File: config.mk
export PLATFORM = sky130hd
export DESIGN_NAME = rs232_transmit_bare_flat
export DESIGN_NICKNAME = d
export VERILOG_FILES = /design/src/rtl/rs232_pkg.sv /design/src/rtl/rs232_transmit_bare_if.sv /design/src/rtl/rs232_baud_gen.sv /design/src/rtl/rs232_transmit_bare.sv /design/src/flat_wrapper.sv
export SDC_FILE = /design/constraint.sdc
export NUM_CORES = 1
export LEC_CHECK = 0
export BUFFER_PORTS_ARGS = -buffer_cell sky130_fd_sc_hd__buf_2
export CAP_MARGIN = 20
export CORE_UTILIZATION = 50
export DETAILED_ROUTE_END_ITERATION = 8
export GPL_TIMING_DRIVEN = 0
export PLACE_DENSITY = 0.67
export SLEW_MARGIN = 20
export SYNTH_ARGS = -nofsm -noshare
export SYNTH_HDL_FRONTEND = slang
export SYNTH_SLANG_ARGS = --single-unit
File: constraint.sdc
create_clock -name clock -period 5.77 [get_ports clock]
set_clock_uncertainty 0.15 [all_clocks]
set_input_delay 0.8655 -clock clock [delete_from_list [all_inputs] [get_ports clock]]
set_output_delay 0.8655 -clock clock [all_outputs]
set_load 0.05 [all_outputs]
File: src/rtl/rs232_pkg.sv
// rs232_pkg: shared RS-232 definitions for the transmitter, and later for the
// receiver.
//   state_e    : serializer FSM states. PARITY is only entered when the
//                RS232_TX_PARITY_EN macro is defined.
//   DATA_BITS  : payload width of one frame.
//   ACC_WIDTH  : width of the fractional baud accumulator.
//   LINE_IDLE  : level of the serial line between frames (mark).
//   even_parity: XOR of the data bits.
package rs232_pkg;

  localparam int   DATA_BITS = 8;
  localparam int   ACC_WIDTH = 32;
  localparam logic LINE_IDLE = 1'b1;

  typedef enum logic [2:0] {
    IDLE   = 3'd0,
    START  = 3'd1,
    DATA   = 3'd2,
    PARITY = 3'd3,
    STOP   = 3'd4
  } state_e;

  function automatic logic even_parity(input logic [DATA_BITS-1:0] d);
    return ^d;
  endfunction

endpackage

File: src/rtl/rs232_transmit_bare_if.sv
// rs232_transmit_bare_if: byte handshake into the RS-232 transmitter.
//   data  : byte to send (master -> slave)
//   valid : data is valid (master -> slave)
//   ready : holding register empty (slave -> master)
// A byte transfers on any rising clock edge where valid && ready.
interface rs232_transmit_bare_if;
  import rs232_pkg::*;

  logic [DATA_BITS-1:0] data;
  logic                 valid;
  logic                 ready;

  modport master (output data, output valid, input ready);
  modport slave  (input data, input valid, output ready);

endinterface

File: src/rtl/rs232_baud_gen.sv
// rs232_baud_gen: fractional baud-rate tick generator.
//   clock  : system clock
//   resetn : asynchronous active-low reset
//   clear  : zero the accumulator so the next bit is full length
//   enable : advance the accumulator this cycle
//   tick   : combinational, high in the last cycle of each bit time
// The accumulator gains BAUD_RATE every enabled cycle and wraps by CLOCK_FREQ,
// so bit lengths alternate between floor and ceil of CLOCK_FREQ/BAUD_RATE and
// the long-run rate is exact.
module rs232_baud_gen
  import rs232_pkg::*;
#(
  parameter int CLOCK_FREQ = 133000000,
  parameter int BAUD_RATE  = 12000000
) (
  input  logic clock,
  input  logic resetn,
  input  logic clear,
  input  logic enable,
  output logic tick
);

  // One extra bit so acc + BAUD_RATE cannot overflow before the compare.
  localparam logic [ACC_WIDTH:0] BAUD_INC  = (ACC_WIDTH+1)'(BAUD_RATE);
  localparam logic [ACC_WIDTH:0] CLOCK_LIM = (ACC_WIDTH+1)'(CLOCK_FREQ);

  logic [ACC_WIDTH-1:0] acc_q;
  logic [ACC_WIDTH-1:0] acc_d;
  logic [ACC_WIDTH:0]   sum_s;

  // Accumulator next state and tick decode.
  always_comb begin
    sum_s = {1'b0, acc_q} + BAUD_INC;
    tick  = 1'b0;
    acc_d = acc_q;
    if (clear) begin
      acc_d = {ACC_WIDTH{1'b0}};
    end else if (enable) begin
      if (sum_s >= CLOCK_LIM) begin
        tick  = 1'b1;
        acc_d = ACC_WIDTH'(sum_s - CLOCK_LIM);
      end else begin
        acc_d = sum_s[ACC_WIDTH-1:0];
      end
    end else begin
      acc_d = acc_q;
    end
  end

  // Accumulator register.
  always_ff @(posedge clock or negedge resetn) begin
    if (!resetn) begin
      acc_q <= {ACC_WIDTH{1'b0}};
    end else begin
      acc_q <= acc_d;
    end
  end

endmodule

File: src/rtl/rs232_transmit_bare.sv
// rs232_transmit_bare: byte-wide RS-232 serializer, 8N1 / 8N2, LSB first.
//   clock     : system clock
//   resetn    : asynchronous active-low reset (truncates any frame in flight)
//   tx        : slave side of rs232_transmit_bare_if (data/valid in, ready out)
//   rs232_rxd : serial line toward the host, idle high, registered
//   busy      : frame on the line or byte held, registered
// A one-entry holding register lets the next byte wait during a frame so that
// frames go out back to back with no idle gap.
// Optional: define RS232_TX_PARITY_EN for an even parity bit between the data
// and stop bits (8E1 / 8E2).
module rs232_transmit_bare
  import rs232_pkg::*;
#(
  parameter int CLOCK_FREQ = 133000000,
  parameter int BAUD_RATE  = 12000000,
  parameter int STOP_BITS  = 1
) (
  input  logic                 clock,
  input  logic                 resetn,
  rs232_transmit_bare_if.slave tx,
  output logic                 rs232_rxd,
  output logic                 busy
);

  state_e               state_q, state_d;
  logic [DATA_BITS-1:0] shift_q, shift_d;
  logic [DATA_BITS-1:0] hold_q, hold_d;
  logic                 hold_full_q, hold_full_d;
  logic [2:0]           idx_q, idx_d;
  logic                 stop_cnt_q, stop_cnt_d;
  logic                 ready_q, ready_d;
  logic                 rxd_q, rxd_d;
  logic                 busy_q, busy_d;
`ifdef RS232_TX_PARITY_EN
  logic                 parity_q, parity_d;
`endif

  logic tick_s;
  logic clear_s;
  logic load_s;
  logic accept_s;
  logic stop_last_s;

  assign tx.ready  = ready_q;
  assign rs232_rxd = rxd_q;
  assign busy      = busy_q;

  rs232_baud_gen #(
    .CLOCK_FREQ (CLOCK_FREQ),
    .BAUD_RATE  (BAUD_RATE)
  ) u_baud (
    .clock  (clock),
    .resetn (resetn),
    .clear  (clear_s),
    .enable (state_q != IDLE),
    .tick   (tick_s)
  );

  // With two stop bits the first stop tick only advances the counter.
  assign stop_last_s = (STOP_BITS == 2) ? stop_cnt_q : 1'b1;

  // FSM next state, shifter, holding register and registered line level.
  always_comb begin
    state_d     = state_q;
    shift_d     = shift_q;
    hold_d      = hold_q;
    hold_full_d = hold_full_q;
    idx_d       = idx_q;
    stop_cnt_d  = stop_cnt_q;
    rxd_d       = rxd_q;
    clear_s     = 1'b0;
    load_s      = 1'b0;
    accept_s    = tx.valid && ready_q;
`ifdef RS232_TX_PARITY_EN
    parity_d    = parity_q;
`endif

    case (state_q)
      IDLE: begin
        rxd_d = LINE_IDLE;
        if (hold_full_q) begin
          // Clearing the accumulator here makes the start bit full length.
          load_s  = 1'b1;
          clear_s = 1'b1;
          state_d = START;
          rxd_d   = 1'b0;
        end else begin
          state_d = IDLE;
        end
      end
      START: begin
        if (tick_s) begin
          state_d = DATA;
          idx_d   = 3'd0;
          rxd_d   = shift_q[0];
        end else begin
          state_d = START;
        end
      end
      DATA: begin
        if (tick_s) begin
          if (idx_q == 3'(DATA_BITS - 1)) begin
`ifdef RS232_TX_PARITY_EN
            state_d = PARITY;
            rxd_d   = parity_q;
`else
            state_d    = STOP;
            stop_cnt_d = 1'b0;
            rxd_d      = LINE_IDLE;
`endif
          end else begin
            shift_d = {1'b0, shift_q[DATA_BITS-1:1]};
            idx_d   = idx_q + 3'd1;
            rxd_d   = shift_q[1];
          end
        end else begin
          state_d = DATA;
        end
      end
      PARITY: begin
`ifdef RS232_TX_PARITY_EN
        if (tick_s) begin
          state_d    = STOP;
          stop_cnt_d = 1'b0;
          rxd_d      = LINE_IDLE;
        end else begin
          state_d = PARITY;
        end
`else
        // Not reachable in the no-parity build; recover to idle.
        state_d = IDLE;
        rxd_d   = LINE_IDLE;
`endif
      end
      STOP: begin
        if (tick_s) begin
          if (!stop_last_s) begin
            stop_cnt_d = 1'b1;
          end else if (hold_full_q) begin
            // Next byte already waiting: start bit follows with no idle gap.
            load_s  = 1'b1;
            state_d = START;
            rxd_d   = 1'b0;
          end else begin
            state_d = IDLE;
            rxd_d   = LINE_IDLE;
          end
        end else begin
          state_d = STOP;
        end
      end
      default: begin
        state_d = IDLE;
        rxd_d   = LINE_IDLE;
      end
    endcase

    // load needs hold_full_q and accept needs !hold_full_q, so they never coincide.
    if (load_s) begin
      shift_d     = hold_q;
      hold_full_d = 1'b0;
`ifdef RS232_TX_PARITY_EN
      parity_d    = even_parity(hold_q);
`endif
    end else if (accept_s) begin
      hold_d      = tx.data;
      hold_full_d = 1'b1;
    end else begin
      hold_full_d = hold_full_q;
    end
  end

  // Flag outputs are derived from next state so they stay registered.
  always_comb begin
    ready_d = !hold_full_d;
    busy_d  = (state_d != IDLE) || hold_full_d;
  end

  // State and datapath registers.
  always_ff @(posedge clock or negedge resetn) begin
    if (!resetn) begin
      state_q     <= IDLE;
      shift_q     <= {DATA_BITS{1'b0}};
      hold_q      <= {DATA_BITS{1'b0}};
      hold_full_q <= 1'b0;
      idx_q       <= 3'd0;
      stop_cnt_q  <= 1'b0;
      ready_q     <= 1'b1;
      rxd_q       <= LINE_IDLE;
      busy_q      <= 1'b0;
`ifdef RS232_TX_PARITY_EN
      parity_q    <= 1'b0;
`endif
    end else begin
      state_q     <= state_d;
      shift_q     <= shift_d;
      hold_q      <= hold_d;
      hold_full_q <= hold_full_d;
      idx_q       <= idx_d;
      stop_cnt_q  <= stop_cnt_d;
      ready_q     <= ready_d;
      rxd_q       <= rxd_d;
      busy_q      <= busy_d;
`ifdef RS232_TX_PARITY_EN
      parity_q    <= parity_d;
`endif
    end
  end

endmodule

File: src/flat_wrapper.sv
// flat-port wrapper written by rule: the top's interface ports become plain ports
module rs232_transmit_bare_flat import rs232_pkg::*;
#(
  parameter int CLOCK_FREQ = 133000000,
  parameter int BAUD_RATE  = 12000000,
  parameter int STOP_BITS  = 1
)
  (clock, resetn, rs232_rxd, busy, tx_data, tx_valid, tx_ready);
  rs232_transmit_bare_if tx_i ();
  input  logic clock;
  input  logic resetn;
  output logic rs232_rxd;
  output logic busy;
  input wire logic [$bits(tx_i.data)-1:0] tx_data;
  input wire logic [$bits(tx_i.valid)-1:0] tx_valid;
  output wire logic [$bits(tx_i.ready)-1:0] tx_ready;
  assign tx_i.data = tx_data;
  assign tx_i.valid = tx_valid;
  assign tx_ready = tx_i.ready;
  rs232_transmit_bare #(.CLOCK_FREQ(CLOCK_FREQ), .BAUD_RATE(BAUD_RATE), .STOP_BITS(STOP_BITS)) u_core (.clock(clock), .resetn(resetn), .tx(tx_i), .rs232_rxd(rs232_rxd), .busy(busy));
endmodule
---- After elaboration in Yosys (flattened, before gate mapping) ----
Index checks and enable logic that the tools add are counted.
cells by class
  add/sub/neg operators ................... 3
  magnitude comparators ................... 1
  eq/ne operators ......................... 9
  muxes and demuxes ....................... 32
  bitwise logic cells ..................... 1
  reduce and logical (&&, ||, !) cells .... 14
operators by type and width
  cell                                                                                   number
  32-bit two-way mux                                                                     3
  32-bit by 24-bit adder with 33-bit output, second input constant                       1
  33-bit by 27-bit greater-or-equal comparator with 1-bit output, second input constant  1
  8-bit two-way mux                                                                      4
  32-bit by 27-bit subtractor with 32-bit output, second input constant                  1
  3-bit two-way mux                                                                      6
  1-bit two-way mux                                                                      14
  3-bit case mux with 4 select lines                                                     1
  2-bit by 1-bit inequality test with 1-bit output, second input constant                4
  2-bit nonzero test                                                                     4
  3-bit == test, second input constant                                                   2
  3-bit case mux with 2 select lines                                                     1
  3-bit AND reduction                                                                    2
  3-bit nonzero test                                                                     2
  1-bit case mux with 4 select lines                                                     1
  4-bit AND reduction                                                                    1
  3-bit by 1-bit adder with 3-bit output, second input constant                          1
  3-bit by 1-bit == test with 1-bit output, second input constant                        1
  3-bit by 2-bit == test with 1-bit output, second input constant                        1
  3-bit zero test                                                                        1
  2-bit two-way mux                                                                      1
  2-bit inequality test, second input constant                                           1
  1-bit case mux with 2 select lines                                                     1
  2-bit AND reduction                                                                    1
  other kinds (4)                                                                        4
word-level totals
  register bits ........................... 58
  input port bits ......................... 11
  output and inout port bits .............. 3
  logic and storage cells ................. 69

---- Depth between registers and ports, before layout ----
  word-level depth ........................ 9
  gate-level depth with buffers ........... 13
  mapped depth without buffers ............ 11

---- Modules after synthesis ----
From an unflattened synthesis, not the netlist that was laid out.
second synthesis, totals
  cell total of the unflattened synthesis .. 434
  area, all modules ....................... 3817.4 sq um
modules (own cells, without submodules)
  module               instances  cells each  area each (sq um)
  rs232_baud_gen       1          315         2522.4
  rs232_transmit_bare  1          119         1295.0

---- Least setup slack after synthesis ----
OpenSTA, ideal clock, no wires.
  kind .................................... reg2reg
  from .................................... reg u_core.u_baud.acc_q[8]
  to ...................................... reg u_core.shift_q[0]
  library setup time ...................... 0.125 ns
  data arrival time ....................... 3.114 ns
  required time ........................... 5.495 ns
  setup slack ............................. 2.381 ns
  stages on the path, launching flop included .. 13
  buffers on the path ..................... 1
  period minus slack after synthesis ...... 3.389 ns
  cell sequence ........................... dfrtp_1 > inv_1 > ha_1 > nand2b_1 > a21oi_2 > or4_1 > a22o_1 > nor4b_4 > o21a_1 > buf_4 > o21ai_4 > a31oi_4 > mux2_2
between the ends
  word-level cells in the longest chain between the ends .. 9
  elaborated cells between the ends (all ways) .. 12
RTL lines
  element                                                                                                  line                        source
  from (decl)                                                                                              rs232_baud_gen.sv:27        logic [ACC_WIDTH-1:0] acc_q;
  from (signal assigned)                                                                                   rs232_baud_gen.sv:53        acc_q <= {ACC_WIDTH{1'b0}};
  32-bit by 24-bit adder with 33-bit output (*)                                                            rs232_baud_gen.sv:33        sum_s = {1'b0, acc_q} + BAUD_INC;
  33-bit by 27-bit greater-or-equal comparator with 1-bit output (*)                                       rs232_baud_gen.sv:39        if (sum_s >= CLOCK_LIM) begin
  1-bit two-way mux (*)                                                                                    rs232_baud_gen.sv:39
  1-bit two-way mux (*)                                                                                    rs232_baud_gen.sv:38        end else if (enable) begin
  1-bit two-way mux (*)                                                                                    rs232_baud_gen.sv:36        if (clear) begin
  1-bit two-way mux                                                                                        rs232_transmit_bare.sv:136  if (tick_s) begin
  1-bit case mux with 2 select lines                                                                       rs232_transmit_bare.sv:78   case (state_q)
  2-bit by 1-bit inequality test with 1-bit output (no source line) or 2-bit nonzero test (tied branches)  --
  3-bit AND reduction (no source line)                                                                     --
  to (signal assigned)                                                                                     rs232_transmit_bare.sv:183  shift_q <= {DATA_BITS{1'b0}};
  to (signal assigned)                                                                                     rs232_transmit_bare.sv:196  shift_q <= shift_d;
  to (decl)                                                                                                rs232_transmit_bare.sv:26   logic [DATA_BITS-1:0] shift_q, shift_d;
Every way passes the cells marked *; elsewhere a longest branch is shown, timed or not.
A chain may end at the register's enable or synchronous reset.

---- Worst setup path in the final report ----
  from .................................... reg u_core.u_baud.acc_q[8]
  to ...................................... reg u_core.u_baud.acc_q[23]
between the ends
  word-level cells in the longest chain between the ends .. 5
  elaborated cells between the ends (all ways) .. 6
RTL lines
  element                                                                                                                           line
  32-bit by 24-bit adder with 33-bit output (*)                                                                                     rs232_baud_gen.sv:33
  32-bit by 27-bit subtractor with 32-bit output or 33-bit by 27-bit greater-or-equal comparator with 1-bit output (tied branches)  rs232_baud_gen.sv:41, rs232_baud_gen.sv:39
  32-bit two-way mux (*)                                                                                                            rs232_baud_gen.sv:39
  32-bit two-way mux (*)                                                                                                            rs232_baud_gen.sv:38
  32-bit two-way mux (*)                                                                                                            rs232_baud_gen.sv:36
Every way passes the cells marked *; elsewhere a longest branch is shown, timed or not. The select of a mux whose other input is x is not followed.

==> results by group <==
Yosys
  • Mean Syn Cell Area: 8.81 sq um
  • Synth Register Bits: 52
  • Ys Warns: 0
  • Unique masters post-synth: 74
  • Cells after Synth: 461
  • Async SR Flop Fraction: 1.00
  • Synth Flop Type: dfrtp_1
  • Post-synth net total: between 400 and 500
  • Top cell type's share of synthesized area: 0.308
  • EDFF count, synth: 0
  • Sequential fraction of the synthesis area: 0.321
  • Synth top area cells: dfrtp_1 (31%), mux2_2 (6.1%), xnor2_1 (3.4%)
  • Syn Std Cell Area: approximately 4000 sq um
  • Yosys top cell by area: dfrtp_1
  • Most frequent cell after synthesis: dfrtp_1
  • Most instantiated cells after synthesis: dfrtp_1 (50), nand2_1 (33), nor2_1 (31)

Setup path
  • RR Startpoint: u_core.u_baud.acc_q[8]
  • CP max-delay cell: a2111oi_0
  • Cell family with most CP delay: compound AO/OA/AOI/OAI gates
  • Critical path class: flip-flop to flip-flop
  • Worst r2r path cells: 11
  • CP bufs+invs: 1
  • Crit path max fanout: 8
  • Worst Setup Start Kind: flip-flop
  • Peak per-stage delay on the critical path: 760 ps
  • Crit-path cells: inv_1, ha_1, nand2b_1, a21oi_2, o21ai_0, a22o_1, nor4b_4, o21ai_2, a2111oi_0, or4_1, nand3_1
  • CP arrival: 4110 ps
  • Reg2Reg Setup Slack: between 1500 and 2000 ps
  • Worst setup EP type: flip-flop
  • Critical R2R Capture: u_core.u_baud.acc_q[23]
  • Crit path required time: 5830 ps

Drt
  • Met3 wire len: 690 microns
  • Highest routed metal layer: met4
  • DR DRC count: 0
  • Drt first-iter violations: 315
  • Total number of vias: 3719
  • Post-detailed-route count of antenna-violating nets: 0
  • Drt first pass iters: 7
  • Via density: 6.37
  • Length of routed wiring on met1: 4860 microns
  • Routed WL: 10800 microns
  • Metal2 WL: between 4000 and 5000 microns
  • DR WL/cell: 18.5 microns

Hold path
  • WHS Path Cells: 1
  • Hold WC Path Type: flip-flop to flip-flop
  • Hold Path Origin: u_core.hold_q[1]
  • Worst Hold End: u_core.hold_q[1]

Clocking
  • Reg clk slew, reported paths: approximately 110 ps
  • # clock sinks: between 50 and 60
  • H-tree Lvls: 2
  • Max Root-Sink Buffers: 2
  • Worst skew pair latency: 320 ps
  • CTS root buf: clkbuf_8
  • # resized after CTS: 0
  • CTS tree: yes
  • Setup bufs post-CTS: 0
  • Post-CTS Hold Fix Bufs: 0
  • Cts bufs inserted: 5

STA
  • Total Neg Setup Slack: 0 ps
  • Unrepaired setup endpoints after global routing: no
  • WHS: between 300 and 400 ps
  • Slew Viols, Final: 0
  • Period utilisation layout: 0.702
  • Tightest Pin Transition: 774 ps
  • Min cycle time layout: around 4100 ps
  • Final Hold Violating Endpoints: 0
  • Fmax: 247 MHz
  • Max transition margin: 0.470
  • # setup viols final: 0

Floorplan
  • Die X: 92.1 microns
  • Core area: a little under 8000 sq um
  • Num rows: 32
  • I/O pins: 14
  • Full die area: 8490 sq um
  • Starting Density: 0.520
  • Die height: around 90 microns

Power
  • Clock Power Share: 0.091
  • P_int: 1.53 mW
  • Power share of the combinational group: 0.679
  • VDD IR max: 0.000334 V
  • Register share of total power: 0.231
  • Leakage power: 1.75 nW
  • Psw: 1.54 mW
  • Switch share: 0.502
  • Power Dens Cells: roughly 700 nW/um^2

GRT
  • GRT Total Usage: 0.263
  • First-pass GRT wire length: 17700 microns
  • Initial antenna violation count: 0
  • Total grt overflow: 0
  • Largest net degree at the start of global routing: 53
  • Vias in the first global route: between 3000 and 4000

Placed design
  • Hpwl dp: 7530 microns
  • Final GP Congestion: 0.910
  • # port buffers: 13

Final layout
  • Antenna fix cells: 0
  • Final #Nets: around 500
  • Share of cells above drive strength 1: 0.154
  • Area added between synthesis and finish: 7.85%

Flow run
  • Number of max-cap violations: 0

Run status
  • Status: completed
-- area by class of cell --
cell class	count	area, sq um
inverter	13	48.8
buffer	27	144
multi-input combinational	369	2570
clock buffer	5	68.8
timing repair buffer	13	67.6
tap	102	128
sequential	52	1300
clock inverter	3	50.0
fill	736	3430
-- registers in the layout, indices dropped and copies added, names as in the netlist --
signal and count:
u_core.u_baud.acc_q 26, u_core.shift_q 8, u_core.idx_q 3, u_core.hold_full_q 1
u_core.tx.ready 1, u_core.hold_q 8, u_core.rs232_rxd 1, u_core.busy 1
u_core.state_q 3
-- cells by family after synthesis --
logic type	Yosys count	share of synthesized area
compound gates	156	0.281
simple gates	156	0.207
flops	52	0.321
buf+inv	40	0.0474
xor+xnor	26	0.0579
mux	26	0.0708
fa+ha+maj	5	0.0154
-- metal layers --
| metal | global-route usage | vias to the layer above |
|---|---|---|
| li1 | - | 1768 |
| met1 | 0.359 | 1766 |
| met2 | 0.422 | 155 |
| met3 | 0.0398 | 30 |
| met4 | 0.0964 | 0 |
| met5 | 0 | - |
-- layout by cell type (no fill, tap or decap), types with 13 or more instances in the layout --
| cell | Yosys | final |
|---|---|---|
| nor2_1 | 31 | 31 |
| buf_2 | 1 | 13 |
| nand2_1 | 33 | 33 |
| inv_1 | 13 | 13 |
| xnor2_1 | 16 | 16 |
| o21ai_0 | 27 | 27 |
| nor3_1 | 16 | 15 |
| mux2_2 | 22 | 22 |
| a21oi_1 | 22 | 22 |
| dfrtp_1 | 50 | 50 |
| clkbuf_1 | 19 | 19 |
| a211oi_1 | 18 | 18 |
-- power groups by stage --
stage                     combinational [mW]  clock, mW  sequential (mW)
after CTS                               2.06      0.284            0.707
final                                   2.08      0.279            0.709
after global routing                    2.28      0.294            0.734
after detailed placement                2.05          0            0.714
after floorplan                         1.60          0            0.704
after global placement                  2.01          0            0.708
-- how the worst max path moves through the flow --
stage               slack, ps                 endpoint              startpoint  cells past startpoint
floorplan                2380        u_core.shift_q[0]  u_core.u_baud.acc_q[8]                     12
global placement         1840        u_core.shift_q[3]  u_core.u_baud.acc_q[8]                     12
detailed placement       1820        u_core.shift_q[3]  u_core.u_baud.acc_q[8]                     12
CTS                      1790        u_core.shift_q[3]  u_core.u_baud.acc_q[8]                     12
global route             1470  u_core.u_baud.acc_q[23]  u_core.u_baud.acc_q[8]                     11
finish                   1720  u_core.u_baud.acc_q[23]  u_core.u_baud.acc_q[8]                     11
-- per-stage QoR --
step | instance area [sq um] | total power, mW | std cells | util | setup WS [ps]
after floorplan | 4060 | 2.30 | 461 | - | 2380
after global placement | 4260 | 2.72 | 576 | 0.545 | 1840
after detailed placement | 4260 | 2.76 | 576 | 0.546 | 1820
after CTS | 4380 | 3.05 | 584 | 0.561 | 1790
after global routing | 4380 | 3.31 | 584 | 0.561 | 1470
final | 4380 | 3.07 | 584 | 0.561 | 1720
Note: power is estimated with default switching activity, not from simulation.
